==> config.mk <==
export PLATFORM = sky130hd
export DESIGN_NAME = poly_eval_mac
export DESIGN_NICKNAME = d
export VERILOG_FILES = /design/src/rtl/poly_eval_pkg.sv /design/src/rtl/poly_mac_step.sv /design/src/rtl/poly_eval_mac.sv
export SDC_FILE = /design/constraint.sdc
export NUM_CORES = 1
export LEC_CHECK = 0
export BUFFER_PORTS_ARGS = -buffer_cell sky130_fd_sc_hd__buf_2
export CAP_MARGIN = 20
export CORE_MARGIN = 3
export CORE_UTILIZATION = 48
export DETAILED_ROUTE_END_ITERATION = 10
export MAX_ROUTING_LAYER = met4
export PLACE_DENSITY_LB_ADDON = 0.15
export RECOVER_POWER = 50
export SETUP_SLACK_MARGIN = 0.02
export SLEW_MARGIN = 20
export SYNTH_ARGS = -nofsm -noshare
export SYNTH_HDL_FRONTEND = slang
export SYNTH_SLANG_ARGS = --single-unit
==> constraint.sdc <==
create_clock -name clk -period 5.85 [get_ports clk]
set_input_delay 0.585 -clock clk [delete_from_list [all_inputs] [get_ports clk]]
set_output_delay 0.585 -clock clk [all_outputs]
set_load 0.02 [all_outputs]
==> src/rtl/poly_eval_pkg.sv <==
// Shared types and defaults for the Horner polynomial evaluator.
package poly_eval_pkg;

    typedef enum logic [1:0] {
        IDLE,
        RUN,
        DONE
    } state_t;

    localparam int DEF_DATA_W = 8;
    localparam int DEF_DEGREE = 2;
    localparam int DEF_ACC_W  = 16;

    function automatic int idx_w(input int degree);
        int w;
        w = $clog2(degree + 1);
        return (w < 1) ? 1 : w;
    endfunction

endpackage

==> src/rtl/poly_mac_step.sv <==
// One Horner step: next_acc = acc*x + coef, wrapping or clamping
// depending on SATURATE_EN.
module poly_mac_step #(
    parameter int DATA_W = 8,
    parameter int ACC_W  = 16
) (
    input  logic [ACC_W-1:0]  acc,
    input  logic [DATA_W-1:0] x,
    input  logic [DATA_W-1:0] coef,
    output logic [ACC_W-1:0]  next_acc,
    output logic              sat
);

`ifdef SATURATE_EN
    localparam int FW = ACC_W + DATA_W + 1;

    logic [FW-1:0] full;

    // Full-width sum cannot wrap: acc*x < 2^(ACC_W+DATA_W), plus coef.
    assign full     = FW'(acc) * FW'(x) + FW'(coef);
    assign sat      = |full[FW-1:ACC_W];
    assign next_acc = sat ? {ACC_W{1'b1}} : full[ACC_W-1:0];
`else
    assign next_acc = acc * ACC_W'(x) + ACC_W'(coef);
    assign sat      = 1'b0;
`endif

endmodule

==> src/rtl/poly_eval_mac.sv <==
// Horner polynomial evaluator on one shared MAC, valid/ready on both sides.
// Optional SATURATE_EN clamps to all-ones and flags overflow.
module poly_eval_mac
    import poly_eval_pkg::*;
#(
    parameter int DATA_W = DEF_DATA_W,
    parameter int DEGREE = DEF_DEGREE,
    parameter int ACC_W  = DEF_ACC_W
) (
    input  logic                         clk,
    input  logic                         reset,
    input  logic                         in_valid,
    output logic                         in_ready,
    input  logic [DATA_W-1:0]            in_x,
    input  logic [(DEGREE+1)*DATA_W-1:0] in_coef,
    output logic                         out_valid,
    input  logic                         out_ready,
    output logic [ACC_W-1:0]             result,
    output logic                         overflow,
    output logic                         busy
);

    localparam int IW       = idx_w(DEGREE);
    localparam int IDX_INIT = (DEGREE > 0) ? DEGREE - 1 : 0;
    localparam int CW       = (DEGREE + 1) * DATA_W;

    state_t            state;
    logic [ACC_W-1:0]  acc;
    logic [IW-1:0]     idx;
    logic [DATA_W-1:0] x_r;
    logic [CW-1:0]     coef_r;

    logic [DATA_W-1:0] coef_sel;
    logic [ACC_W-1:0]  step_acc;
    logic              step_sat;
    logic              ovf_n;
    logic [ACC_W-1:0]  acc_n;

    assign in_ready = (state == IDLE);
    assign busy     = (state != IDLE);

    always_comb begin
        coef_sel = '0;
        coef_sel = coef_r[int'(idx)*DATA_W +: DATA_W];
    end

    poly_mac_step #(
        .DATA_W(DATA_W),
        .ACC_W (ACC_W)
    ) u_step (
        .acc     (acc),
        .x       (x_r),
        .coef    (coef_sel),
        .next_acc(step_acc),
        .sat     (step_sat)
    );

    // Once saturated, the rest of the evaluation stays pinned at all-ones.
    assign ovf_n = overflow | step_sat;
    assign acc_n = ovf_n ? {ACC_W{1'b1}} : step_acc;

    always_ff @(posedge clk or posedge reset) begin
        if (reset) begin
            state     <= IDLE;
            acc       <= '0;
            idx       <= '0;
            x_r       <= '0;
            coef_r    <= '0;
            result    <= '0;
            out_valid <= 1'b0;
            overflow  <= 1'b0;
        end else begin
            unique case (state)
                IDLE: begin
                    if (in_valid) begin
                        x_r      <= in_x;
                        coef_r   <= in_coef;
                        overflow <= 1'b0;
                        if (DEGREE == 0) begin
                            result    <= ACC_W'(in_coef[DATA_W-1:0]);
                            out_valid <= 1'b1;
                            state     <= DONE;
                        end else begin
                            acc   <= ACC_W'(in_coef[DEGREE*DATA_W +: DATA_W]);
                            idx   <= IW'(IDX_INIT);
                            state <= RUN;
                        end
                    end
                end
                RUN: begin
                    acc      <= acc_n;
                    overflow <= ovf_n;
                    idx      <= idx - 1'b1;
                    if (idx == '0) begin
                        result    <= acc_n;
                        out_valid <= 1'b1;
                        state     <= DONE;
                    end
                end
                DONE: begin
                    if (out_ready) begin
                        out_valid <= 1'b0;
                        state     <= IDLE;
                    end
                end
                default: state <= IDLE;
            endcase
        end
    end

endmodule

==> results of run 1 <==
-- flip-flops by register name, summed over array words and instances, names as in the netlist --
name and count:
state 2, out_valid 1, result 16, x_r 8, idx 2, acc 16
coef_r 24
-- how the worst max path moves through the flow --
| stage | from | to | cells after the start |
|---|---|---|---|
| after floorplan | idx[1] | acc[15] | 18 |
| after global placement | idx[1] | acc[15] | 15 |
| after detailed placement | idx[0] | acc[15] | 16 |
| after CTS | idx[0] | acc[15] | 16 |
| after global routing | idx[0] | acc[13] | 16 |
| final | idx[1] | acc[15] | 15 |
-- cell usage after synthesis (all sizes together) (3+ instances only) --
| library cell | count | area (sq um) |
|---|---|---|
| o211ai | 4 | 30.0 |
| mux2 | 35 | 394 |
| nor2 | 16 | 62.6 |
| dfrtp | 69 | 1730 |
| fa | 67 | 1340 |
| mux2i | 10 | 100 |
| o31ai | 4 | 35.0 |
| a21oi | 17 | 85.1 |
| xnor2 | 11 | 111 |
| a21o | 3 | 22.5 |
| o21a | 8 | 60.1 |
| ha | 33 | 413 |
| nor2b | 3 | 26.3 |
| xor2 | 9 | 78.8 |
| nand2 | 71 | 269 |
| o21ai | 16 | 80.1 |
| a22oi | 7 | 52.6 |
| buf | 6 | 32.5 |
| nor3 | 6 | 30.0 |
| inv | 105 | 394 |
| and2 | 70 | 438 |
| o22ai | 7 | 43.8 |
| clkbuf | 14 | 52.6 |
-- area by class of cell --
| cell class | count | area, sq um |
|---|---|---|
| sequential | 69 | 1730 |
| clock inverter | 3 | 67.6 |
| tap | 168 | 210 |
| inverter | 105 | 394 |
| fill | 1122 | 5400 |
| clock buffer | 13 | 260 |
| timing repair buffer | 57 | 279 |
| multi-input combinational | 408 | 3770 |
-- cells in the final DEF, fill, tap and decap left out, types with 3 or more instances in the layout --
| cell type | Yosys | routed |
|---|---|---|
| ha_1 | 33 | 33 |
| clkbuf_1 | 14 | 11 |
| xor2_1 | 9 | 9 |
| mux2_2 | 35 | 35 |
| fa_1 | 67 | 67 |
| o211ai_1 | 4 | 4 |
| clkbuf_16 | 0 | 9 |
| a22oi_1 | 7 | 7 |
| o21a_1 | 8 | 8 |
| nand2_1 | 70 | 70 |
| o22ai_1 | 7 | 7 |
| and2_1 | 70 | 69 |
| mux2i_1 | 10 | 10 |
| dfrtp_1 | 69 | 69 |
| nor3_1 | 6 | 6 |
| buf_2 | 5 | 46 |
| inv_1 | 105 | 104 |
| nor2_1 | 15 | 15 |
| a21oi_1 | 17 | 17 |
| o21ai_0 | 15 | 15 |
| xnor2_1 | 9 | 9 |
| a21o_1 | 3 | 3 |
| o31ai_1 | 3 | 3 |
-- layer usage --
metal	vias up	global-route usage, %	part of all wire [%]
met5	-	-	0
met4	0	6.30	1.4
met3	18	3.94	4.9
met2	105	34.9	47
met1	2170	30.1	47
li1	1986	-	-
-- critical path, stage by stage, from the launching register on --
cell and delay [ns]:
dfrtp_1 0.57, nor2_1 0.49, a21oi_1 0.16, fa_1 0.51, inv_1 0.05, fa_1 0.50
inv_1 0.05, fa_1 0.47, fa_1 0.56, inv_1 0.05, ha_1 0.25, o31ai_2 0.37
a211oi_1 0.17, o32ai_2 0.33, xnor2_1 0.19, o22ai_1 0.11
-- cells by family after synthesis --
logic type,Yosys count,synth area share (%)
AO/OA/AOI/OAI,71,7.64
XOR/XNOR,21,3.56
adder cells (fa/ha/maj),100,29.3
buffers and inverters,125,8.02
flip-flops,69,28.9
multiplexers,45,8.27
other,1,0.0627
AND/OR/NAND/NOR,170,14.2
-- metrics by stage --
stage / instances / cell area [sq um] / utilization, %
after floorplan: 602 / 5980 / -
after global placement: 807 / 6400 / 52.8
after detailed placement: 807 / 6400 / 52.8
after CTS: 823 / 6730 / 55.5
after global routing: 823 / 6710 / 55.4
final: 823 / 6710 / 55.4
==> out/qor.csv, run 1 <==
metric;value;unit
worst relative slew slack;-154;%
Final Hold Viols;0;
failing checks;capacitance limit, slew limit;
Max Slew Vio Count;70;
Ports;56;
RSZ-0062 raised after global routing;no;
slew of the pin with the lowest slew margin;3.81;ns
die outline width;118;um
fmax;201;MHz
core area;12100;sq um
die area;13800;sq um
Final period util;85.2;%
final RePlAce weighted congestion;0.902;
Die Y;118;um
initial drt markers;232;
run status;finished, violations left;
first-pass GRT wire length;23900;um
CTS tree;done;
Post-synth EDFFs;0;
post-synth cell types;41;
CP Data Required Time;6.04;ns
CTS Buf Count;9;
Top FF cell, synth;dfrtp_1;
Starting Density;49.4;%
crit path max fanout;11;
row count;40;
worst skew pair latency;0.34;ns
layout cells sized above 1;16.0;%
I/O Buffers;54;
DP Worst Slack;0.926;ns
Worst Hold Slack;0.441;ns
post-CTS setup buffers;0;
min-delay src;out_ready;
hold depth;2;
total number of vias;4279;
routed wire length;13700;um
1st-pass router iterations;4;
Diodes inserted;0;
CTS H-tree depth;3;
R2R Path Start;idx[1];
Clock Sinks;69;
CP Class;reg -> reg;
Min-Delay Endpoint;state[1];
clock slew at reported path FFs;0.05;ns
DR vias/cell;5.20;
largest net degree at the start of global routing;70;
cell area after synthesis;5980;sq um
total grt overflow;0;
routed len/inst;16.6;um
end of the worst register-to-register path;acc[15];
number of global-route vias before repair;4701;
CP Launch Type;flop;
R2R Setup Slk;0.87;ns
Setup TNS Final;0;ns
Area Overhead vs Synth;12.3;%
synthesis-stage register bit count;69;
Final Skew;0.00719;ns
Critical Path End Type;flop;
hold buffer count at CTS;0;
total track usage;22.3;%
final layout net count;786;
Routed Antenna Nets;0;
R2R depth;15;
fin worst setup slack;0.869;ns
Synth Net Count;738;
synthesized area per cell;9.93;sq um
initial antenna violation count;0;
root buffer cell;clkbuf_16;
DRC Markers;0;
Syn. warnings;0;
arrival time worst endpoint;5.17;ns
Final min period;4.98;ns
DP HPWL;10600;um
HP Class;in -> reg;
post-CTS sizing;0;
Seq/Total Area, Yosys;28.9;%
Gate Count Post-Synth;602;
ys async rst share;100;%
MaxCap Viol Count;1;
final setup fails;0;
Clock Path Buffers;2;
Power of run 1 is left out: the tool's default activity adds up to more than one toggle a clock period on the data nets, which glitch-free logic cannot reach.
==> run 2: changes to the inputs <==
==> constraint.sdc (replaced) <==
create_clock -name clk -period 4.35 [get_ports clk]
set_input_delay 0.435 -clock clk [delete_from_list [all_inputs] [get_ports clk]]
set_output_delay 0.435 -clock clk [all_outputs]
set_load 0.02 [all_outputs]
==> run 2 against run 1 <==
Critical endpoint unchanged. Sequential share of layout area down 1.8 points. The run ends with capacitance limit, slew limit, setup timing left. Worst setup slack worse by 0.93 ns. Final cell count up 5.6%. Utilization up 4.2 points. Final area up 7.6%.
==> out/qor.csv, run 2 (same netlist as run 1, synthesis figures left out) <==
metric;value;unit;change
run status;finished, violations left;;
failing checks;capacitance limit, slew limit, setup timing;;
first-pass GRT wire length;24700;um;+3.4%
register area;1730;sq um;+0.22%
largest register by flop count;coef_r;;
I/O Buffers;54;;unchanged
Diodes inserted;0;;unchanged
MaxCap Viol Count;1;;unchanged
DRC Markers;0;;unchanged
final RePlAce weighted congestion;0.925;;+2.5%
initial drt markers;165;;-29%
global routing's busiest layer;met2;;
total number of vias;4432;;+3.6%
Final min period;4.41;ns;-0.570 ns
fin worst setup slack;-0.0617;ns;-0.930 ns
Min-Delay Endpoint;state[1];;
Ports;56;;unchanged
initial antenna violation count;0;;unchanged
hold depth;2;;unchanged
Final Hold Viols;0;;unchanged
Die Y;118;um;unchanged
leading cell type in the layout, fill and taps excluded;inv_1;;
worst relative slew slack;-42.1;%;+110 points
RSZ-0062 raised after global routing;yes;;
Final Cell Area;7220;sq um;+7.6%
clock slew at reported path FFs;0.06;ns;about the same
R2R depth;20;;+5
Clock Sinks;69;;unchanged
die outline width;118;um;unchanged
HP Class;in -> reg;;
Final period util;101;%;+16 points
R2R Path Start;idx[1];;
DP Area;6700;sq um;+4.7%
final setup fails;7;;+7
GR Layer Usage met3;2.69;%;-1.2 points
slew of the pin with the lowest slew margin;2.12;ns;-1.69 ns
arrival time worst endpoint;4.60;ns;-0.57 ns
crit path max fanout;6;;-5
row count;40;;unchanged
core area;12100;sq um;unchanged
Final Skew;0.00702;ns;-0.000165 ns
Worst Hold Slack;0.302;ns;-0.138 ns
Clock Path Buffers;2;;unchanged
routed wire length;14400;um;+5.3%
Routed Antenna Nets;0;;unchanged
largest net degree at the start of global routing;45;;-36%
final layout net count;832;;+5.9%
Critical Path End Type;flop;;
die area;13800;sq um;unchanged
area of the multi-input gates;3940;sq um;+4.3%
met1 GRT Util;32.4;%;+2.3 points
root buffer cell;clkbuf_16;;
total grt overflow;0;;unchanged
fill cell count;1096;;-2.3%
CTS Buf Count;9;;unchanged
Max Slew Vio Count;45;;-36%
DR vias/cell;5.10;;-1.9%
1st-pass router iterations;4;;unchanged
DP HPWL;11200;um;+5.6%
worst skew pair latency;0.34;ns;about the same
Starting Density;49.4;%;unchanged
commonest cells after routing, fill and taps aside;inv_1 (94), nand2_1 (69), and2_1 (69);;
CTS tree;done;;
non-filler cells, final;869;;+5.6%
largest registers;coef_r: 24 flops, acc: 16 flops, result: 16 flops;;
end of the worst register-to-register path;acc[15];;
Final Util;59.6;%;+4.2 points
number of global-route vias before repair;4879;;+3.8%
GRT met2 Usage;35.6;%;+0.79 points
CTS H-tree depth;3;;unchanged
R2R Setup Slk;-0.06;ns;-0.93 ns
layout cells sized above 1;28.8;%;+13 points
CP Class;reg -> reg;;
fmax;227;MHz;+13%
total track usage;23.0;%;+0.70 points
min-delay src;out_ready;;
CP Launch Type;flop;;
routed len/inst;16.6;um;-0.26%
CP Data Required Time;4.53;ns;-1.51 ns
cell count after placement;845;;+4.7%
max reg flops;24;;unchanged
Area Overhead vs Synth;20.8;%;
run 2: cell types whose count changed in the layout (fill, tap and decap cells not counted), moves of 4 or more:
cell      previous run  this run
clkbuf_1            11         2
buf_2               46        53
a21oi_2              0         7
ha_1                33        29
inv_2                0        10
buf_4                2        45
inv_1              104        94
a21oi_1             17         9
o21ai_0             15        10
run 2: worst max path at each step:
stage	start	to	slack [ns]	depth (start not counted)
after detailed placement	idx[1]	acc[15]	-0.22	20
final	idx[1]	acc[15]	-0.06	20
after global routing	idx[1]	result[15]	-0.27	22
after CTS	idx[1]	acc[15]	-0.03	17
after global placement	idx[1]	acc[15]	-0.12	17
after floorplan	idx[1]	acc[15]	0.03	18
run 2: area by class of cell:
type	instances	share of cell area (%)
tap	168	2.91
inverter	105	5.47
clock buffer	9	3.12
clock inverter	7	1.00
multi-input combinational	408	54.5
timing repair buffer	103	9.04
sequential	69	24.0
run 2: through the flow:
stage | TNS (ns) | setup WS [ns]
after CTS | -0.0625 | -0.0348
after global routing | -2.76 | -0.269
final | -0.175 | -0.0617
after detailed placement | -2.21 | -0.219
after floorplan | 0 | 0.0259
after global placement | -0.918 | -0.116
run 2: metal layers:
metal | up-vias | wire length (um)
li1 | 2082 | -
met1 | 2226 | 6800
met2 | 110 | 6730
met3 | 14 | 682
met4 | 0 | 180
met5 | - | 0
run 2: what timing repair did:
action | 4_1_cts | 5_1_grt
pin swaps | 24 | 36
hold buffers | 0 | 0
resized for setup | 27 | 24
endpoints found under the setup margin | 16 | 19
setup buffers | 3 | 5
cloned | 0 | 0
run 2: critical path: stages, from the launching register on:
cell,delay (ns)
dfrtp_2,0.47
buf_6,0.16
mux2i_1,0.11
nor2_1,0.16
a21oi_2,0.06
fa_1,0.48
inv_1,0.04
ha_1,0.29
ha_1,0.28
inv_1,0.04
fa_1,0.44
inv_1,0.07
ha_2,0.20
inv_2,0.04
fa_2,0.39
nor2b_4,0.16
o31ai_4,0.10
a211oi_2,0.29
o32ai_2,0.15
xnor2_1,0.22
o22ai_1,0.11
Power of run 2 is left out for the same reason.
